$ cat config.mk
export PLATFORM = sky130hd
export DESIGN_NAME = div_ctrl
export DESIGN_NICKNAME = d
export VERILOG_FILES = /design/src/rtl/div_ctrl_pkg.sv /design/src/rtl/div_ctrl.sv
export SDC_FILE = /design/constraint.sdc
export NUM_CORES = 1
export LEC_CHECK = 0
export CAP_MARGIN = 25
export CORE_MARGIN = 4
export CORE_UTILIZATION = 31
export CTS_BUF_LIST = sky130_fd_sc_hd__clkbuf_4
export CTS_CLUSTER_DIAMETER = 80
export DETAILED_ROUTE_END_ITERATION = 6
export PLACE_DENSITY_LB_ADDON = 0.12
export SYNTH_ARGS = -nofsm -noshare
export SYNTH_HDL_FRONTEND = slang
export SYNTH_SLANG_ARGS = --single-unit
$ cat constraint.sdc
create_clock -name clk -period 4.6 [get_ports clk]
set_clock_uncertainty 0.1 [all_clocks]
set_input_delay 0.69 -clock clk [delete_from_list [all_inputs] [get_ports clk]]
set_output_delay 0.69 -clock clk [all_outputs]
set_load 0.01 [all_outputs]
$ cat src/rtl/div_ctrl_pkg.sv
// Shared encodings for the execute-stage divide controller: FSM states and
// the handshake levels exchanged with the iterative divider.
package div_ctrl_pkg;

    typedef enum logic [1:0] {
        ST_IDLE   = 2'b00,
        ST_WAIT   = 2'b01,
        ST_DONE   = 2'b10,
        ST_CANCEL = 2'b11
    } div_state_e;

    localparam logic DivStart          = 1'b1;
    localparam logic DivStop           = 1'b0;
    localparam logic DivResultReady    = 1'b1;
    localparam logic DivResultNotReady = 1'b0;

    // CANCEL lasts two cycles; the counter runs 0..CANCEL_LAST.
    localparam logic [1:0] CANCEL_LAST = 2'd1;

endpackage

$ cat src/rtl/div_ctrl.sv
// Execute-stage controller for DIV/DIVU: holds the pipeline while the external
// divider works, then strobes the remainder/quotient into HI/LO once.
module div_ctrl
    import div_ctrl_pkg::*;
#(
    parameter int DATA_W = 32
) (
    input  logic                clk,
    input  logic                rst,
    input  logic                ex_div_valid,
    input  logic                ex_div_signed,
    input  logic [DATA_W-1:0]   ex_opa,
    input  logic [DATA_W-1:0]   ex_opb,
    input  logic                flush_i,
    output logic                stall_req_o,
    output logic                div_start_o,
    output logic                div_annul_o,
    output logic                div_signed_o,
    output logic [DATA_W-1:0]   div_op1_o,
    output logic [DATA_W-1:0]   div_op2_o,
    input  logic [2*DATA_W-1:0] div_result_i,
    input  logic                div_ready_i,
    output logic                hilo_we_o,
    output logic [DATA_W-1:0]   hi_o,
    output logic [DATA_W-1:0]   lo_o
);

    div_state_e state;
    logic [1:0] cancel_cnt;
    logic       done_q;
    logic       issue;

    assign issue = (state == ST_IDLE) && ex_div_valid && !flush_i;

    // Stall must rise in the issue cycle itself, before the registered start.
    assign stall_req_o = (div_start_o == DivStart) || issue;
    assign hilo_we_o   = done_q && !flush_i;

    always_ff @(posedge clk) begin
        if (rst) begin
            state        <= ST_IDLE;
            cancel_cnt   <= 2'd0;
            done_q       <= 1'b0;
            div_start_o  <= DivStop;
            div_annul_o  <= 1'b0;
            div_signed_o <= 1'b0;
            div_op1_o    <= '0;
            div_op2_o    <= '0;
            hi_o         <= '0;
            lo_o         <= '0;
        end else begin
            case (state)
                ST_IDLE: begin
                    if (issue) begin
                        div_op1_o    <= ex_opa;
                        div_op2_o    <= ex_opb;
                        div_signed_o <= ex_div_signed;
                        div_start_o  <= DivStart;
                        state        <= ST_WAIT;
                    end
                end
                ST_WAIT: begin
                    // A flush wins over a result arriving in the same cycle.
                    if (flush_i) begin
                        div_start_o <= DivStop;
                        div_annul_o <= 1'b1;
                        cancel_cnt  <= 2'd0;
                        state       <= ST_CANCEL;
                    end else if (div_ready_i == DivResultReady) begin
                        hi_o        <= div_result_i[2*DATA_W-1:DATA_W];
                        lo_o        <= div_result_i[DATA_W-1:0];
                        div_start_o <= DivStop;
                        done_q      <= 1'b1;
                        state       <= ST_DONE;
                    end
                end
                ST_DONE: begin
                    done_q <= 1'b0;
                    state  <= ST_IDLE;
                end
                ST_CANCEL: begin
                    if (cancel_cnt == CANCEL_LAST) begin
                        div_annul_o <= 1'b0;
                        cancel_cnt  <= 2'd0;
                        state       <= ST_IDLE;
                    end else begin
                        cancel_cnt <= cancel_cnt + 2'd1;
                    end
                end
                default: state <= ST_IDLE;
            endcase
        end
    end

endmodule

* Word level (Yosys, flattened, before mapping)
Cells that the tools add are included.
** Storage, ports and cells
- Output and inout port bits :: 133
- Bits in registers :: 136
- Word-level logic and storage cells :: 56
- Input port bits :: 134
** Operators by class
- Eq/ne operators :: 10
- Bitwise gates (word level) :: 1
- Mux-type cells :: 18
- Reduce and logical (&&, ||, !) cells :: 16
- Add/subtract/negate cells :: 1
** Operator list (number)
- AND reduction 3 bit :: 5
- two-way mux 2 bit :: 6
- inequality test 2 bit, second input constant :: 5
- case mux 2 bit (4 select lines) :: 1
- two-way mux 1 bit :: 7
- case mux 1 bit (2 select lines) :: 3
- nonzero test 2 bit :: 3
- equality test 2 x 1 -> 1 bit, second input constant :: 2
- equality test 2 bit, second input constant :: 2
- case mux 2 bit (2 select lines) :: 1
- AND reduction 2 bit :: 2
- logical AND 1 bit :: 3
- inequality test 3 bit, second input constant :: 1
- adder 2 x 1 -> 2 bit, second input constant :: 1
- zero test 2 bit :: 1
- zero test 1 bit :: 1
- logical OR 1 bit :: 1
- NOT 1 bit :: 1

* Logic depth before layout (Yosys ltp)
- Word-level depth :: 5
- Gate-level depth with buffers :: 7
- Depth with buffers taken out :: 3

* Worst setup path after synthesis
No wires, ideal clock.
- Path type :: input-to-output
- Start point :: input port flush_i
- End point :: output port stall_req_o
- Data arrival time :: 1669 ps
- Stages :: 5
- Path buffers :: 3
- Data required time :: 3810 ps
- Setup slack :: 2141 ps
- Path through :: buf_2 > or4b_1 > clkbuf_1 > buf_6 > nand2b_1
** On the way
- Longest elaborated chain between the ends :: 3
** Ends and longest elaborated chain
- start: declaration :: line div_ctrl.sv:14 : input logic flush_i,
- zero test 1 bit :: line div_ctrl.sv:33 : assign issue = (state == ST_IDLE) && ex_div_valid && !flush_i;
- logical AND 1 bit :: line div_ctrl.sv:33
- logical OR 1 bit :: line div_ctrl.sv:36 : assign stall_req_o = (div_start_o == DivStart) || issue;
- end: declaration :: line div_ctrl.sv:15 : output logic stall_req_o,
Every way passes these cells.

* Worst setup path in the final report
Ends and elaborated chain as after synthesis.

==> impl_results.md <==
- Synth Area in Compound Gates: between 10% and 20%
- Row cnt: 45
- Vias: 4746
- Int Pwr: 1.728 mW
- First-pass GRT wire length: 24280 um
- Cell family with most CP delay: buffers and inverters
- Largest net degree at the start of global routing: 67
- Cts bufs inserted: 17
- Period utilization: between 70% and 80%
- CTS tree: built
- Setup crit start kind: input pin
- Pwr dens: 299.5 mW/mm2
- Hold buffers post-CTS: 0
- IO Pins: 267
- Largest family of logic cells by synthesized area: simple AND/OR/NAND/NOR gates
- Port bufs: between 200 and 300
- Mux contribution to synthesized area: 0.2102%
- Worst Setup Path Type: input pin to output pin
- Synth Register Bits: 136
- Clock transition at path regs: 100 ps
- Multi-input logic area: 0.001822 mm2
- Logic pwr share: 16.6%
- Sequential area share after synthesis: 57.17%
- GP Congestion: 0.7196
- Status: finished, final reports clean
- Distinct cells, synth: 25
- Clock tree root driver cell: clkbuf_4
- Initial antenna violation count: 1
- Most common cell after layout, fill and taps aside: clkdlybuf4s50_1
- TritonRoute pass-1 iters: 4
- Initial DRC Count: 201
- Most frequent cells in the layout: clkdlybuf4s50_1 (265), nand2_1 (259), dfxtp_1 (136)
- Max cap viols: 0
- Fill cell count: 1415
- Post-CTS Resized: 0
- Synthesized Nets: 735
- Worst slew pin tran: about 700 ps
- Syn Inst Count: 601
- Peak supply drop: 0.1515 mV
- Max FO, Critical Path: 10
- Routed WL: 15310 um
- CP dominant cell by count: clkdlybuf4s50_1
- Starting Density: 31.44%
- Core area: 0.01515 mm2
- Final slew viol count: 0
- Fraction of layout cells with a size suffix above 1: under 10%
- Die Width: 131.9 um
- Post-Syn Area: about 0.0048 mm2
- Grt ovf: 0
- Worst-Skew Late Latency: 510 ps
- Vias in the first global route: 4614
- DRC violations left: 0
- Mean Syn Cell Area: 7.924 um2
- Global Route Usage Sum: between 15 and 20%
- Max-slew headroom: 53.63%
- Syn. warnings: 0
- RSZ-0062 raised after global routing: false
- Final Hold Viols: 0
- Nets: 981
- Final ANT Viol Nets: 0
- Cell Chain, Critical Path: clkdlybuf4s50_1 -> or4b_2 -> nand2b_1 -> clkdlybuf4s50_1
- PnR worst setup slack: 1179 ps
- Die area: 0.01741 mm2
- Vias per cell: 4.529
- Clk network pwr share: between 20% and 30%
- Flip-flop and latch area: 0.002723 mm2
- CTS sink count: 136
- Postcts setup bufs: 0
- Max Fclk: 0.2923 GHz
- Clock Path Buffers: 2
- DP HPWL: ~11000 um
- Nature of the critical path endpoint: output pin
- Synth Area in Simple Gates: 22.41%
- Psw: about 0.60 mW
- WP data required: 3810 ps
- Worst hold path class: register to register
- Adder-cell share of the synthesized area: 0%
- Layout area overhead: 63.53%
- Share of power burned in registers: 54.0%
- Endpoints failing setup: 0
- CP arrival: 2630 ps
- Final min period: 3421 ps
- Sw Ratio: 25.91%
- Leak: 2.673 nW
- Avg WL per Cell: 14.61 um
- Htree depth: 4
- Die Span Y: 131.9 um
- Slowest CP cell: or4b_2
- Buffers and inverters on the worst path: 2
- Total negative slack: 0 ps
- Max incr delay on CP: 700 ps
- Post-Synth XOR/XNOR Area: 0%
- Pre-CTS setup slack: about 1200 ps
worst reg2reg max path, delay by kind of cell (launching register included):
| family | cells | cell delay, ps |
|---|---|---|
| buf+inv | 1 | 360 |
| compound gates | 1 | 70 |
| flops | 1 | 440 |
| simple gates | 2 | 920 |
synthesized netlist by cell type (all sizes together):
library cell / number / area share (%)
nor3: 1 / 0.10
buf: 22 / 2.9
nand3: 1 / 0.10
a211oi: 1 / 0.16
nand3b: 1 / 0.16
a2bb2oi: 1 / 0.18
mux2i: 1 / 0.21
o31ai: 1 / 0.16
a2111oi: 1 / 0.18
nor2b: 2 / 0.26
nor2: 3 / 0.24
dfxtp: 136 / 57
nor3b: 1 / 0.16
o21ai: 4 / 0.42
inv: 3 / 0.24
nand2b: 1 / 0.13
nand2: 259 / 20
or4b: 1 / 0.21
nor4b: 1 / 0.18
a21oi: 133 / 14
nand4bb: 1 / 0.24
nor4bb: 1 / 0.21
clkbuf: 25 / 2.0
power groups by stage:
stage | Clock [mW] | Sequential (mW) | Combinational [mW]
3_5_place_dp | 0 | 1.29 | 0.392
4_1_cts | 0.720 | 1.26 | 0.394
5_1_grt | 0.771 | 1.27 | 0.421
6_report | 0.685 | 1.26 | 0.388
2_1_floorplan | 0 | 1.30 | 0.128
3_3_place_gp | 0 | 1.28 | 0.384
state kept, by name (all words and copies together), names as in the netlist:
| signal | cells |
|---|---|
| div_op1_o | 32 |
| div_op2_o | 32 |
| hi_o | 32 |
| lo_o | 32 |
| cancel_cnt | 2 |
| state | 2 |
| div_annul_o | 1 |
| div_signed_o | 1 |
| div_start_o | 1 |
| done_q | 1 |
metrics by stage:
| stage | total power, mW | hold slack [ps] | utilization, % | instance area, um2 | std cells |
|---|---|---|---|---|---|
| floorplan | 1.430 | 349.2 | - | 4762 | 601 |
| global placement | 1.667 | 340.7 | 49.49 | 7496 | 1014 |
| detailed placement | 1.678 | 345.7 | 49.86 | 7551 | 1016 |
| CTS | 2.374 | 360.8 | 51.40 | 7785 | 1047 |
| global route | 2.459 | 379.2 | 51.42 | 7787 | 1048 |
| finish | 2.332 | 358.5 | 51.42 | 7787 | 1048 |
final timing paths:
kind / from / endpoint / slack [ps] / cells past startpoint
max reg2reg: state[1] / div_op1_o[15] / 2570 / 4
min: div_op1_o[12] / div_op1_o[12] / 360 / 2
min reg2reg: div_op1_o[12] / div_op1_o[12] / 360 / 2
max: flush_i / stall_req_o / 1180 / 4
metal layers:
layer	share of wire, %	track usage, %	vias up
met4	1.7	6.651	0
li1	-	-	2424
met2	50	29.30	161
met3	7.6	7.252	18
met5	0	0	-
met1	41	19.48	2143
cell families after synthesis:
logic type	Yosys count
and+or+nand+nor	273
AOI/OAI and AO/OA	141
DFF	136
buffers and inverters	50
muxes	1
final cells by class:
cell class	instances	area share [%]
tap	188	3.021
antenna	1	0.03213
clock buffer	20	1.928
inverter	3	0.1446
timing repair buffer	274	35.44
clock inverter	11	1.076
multi-input combinational	415	23.39
sequential	136	34.96
(Power assumes the default switching activity.)
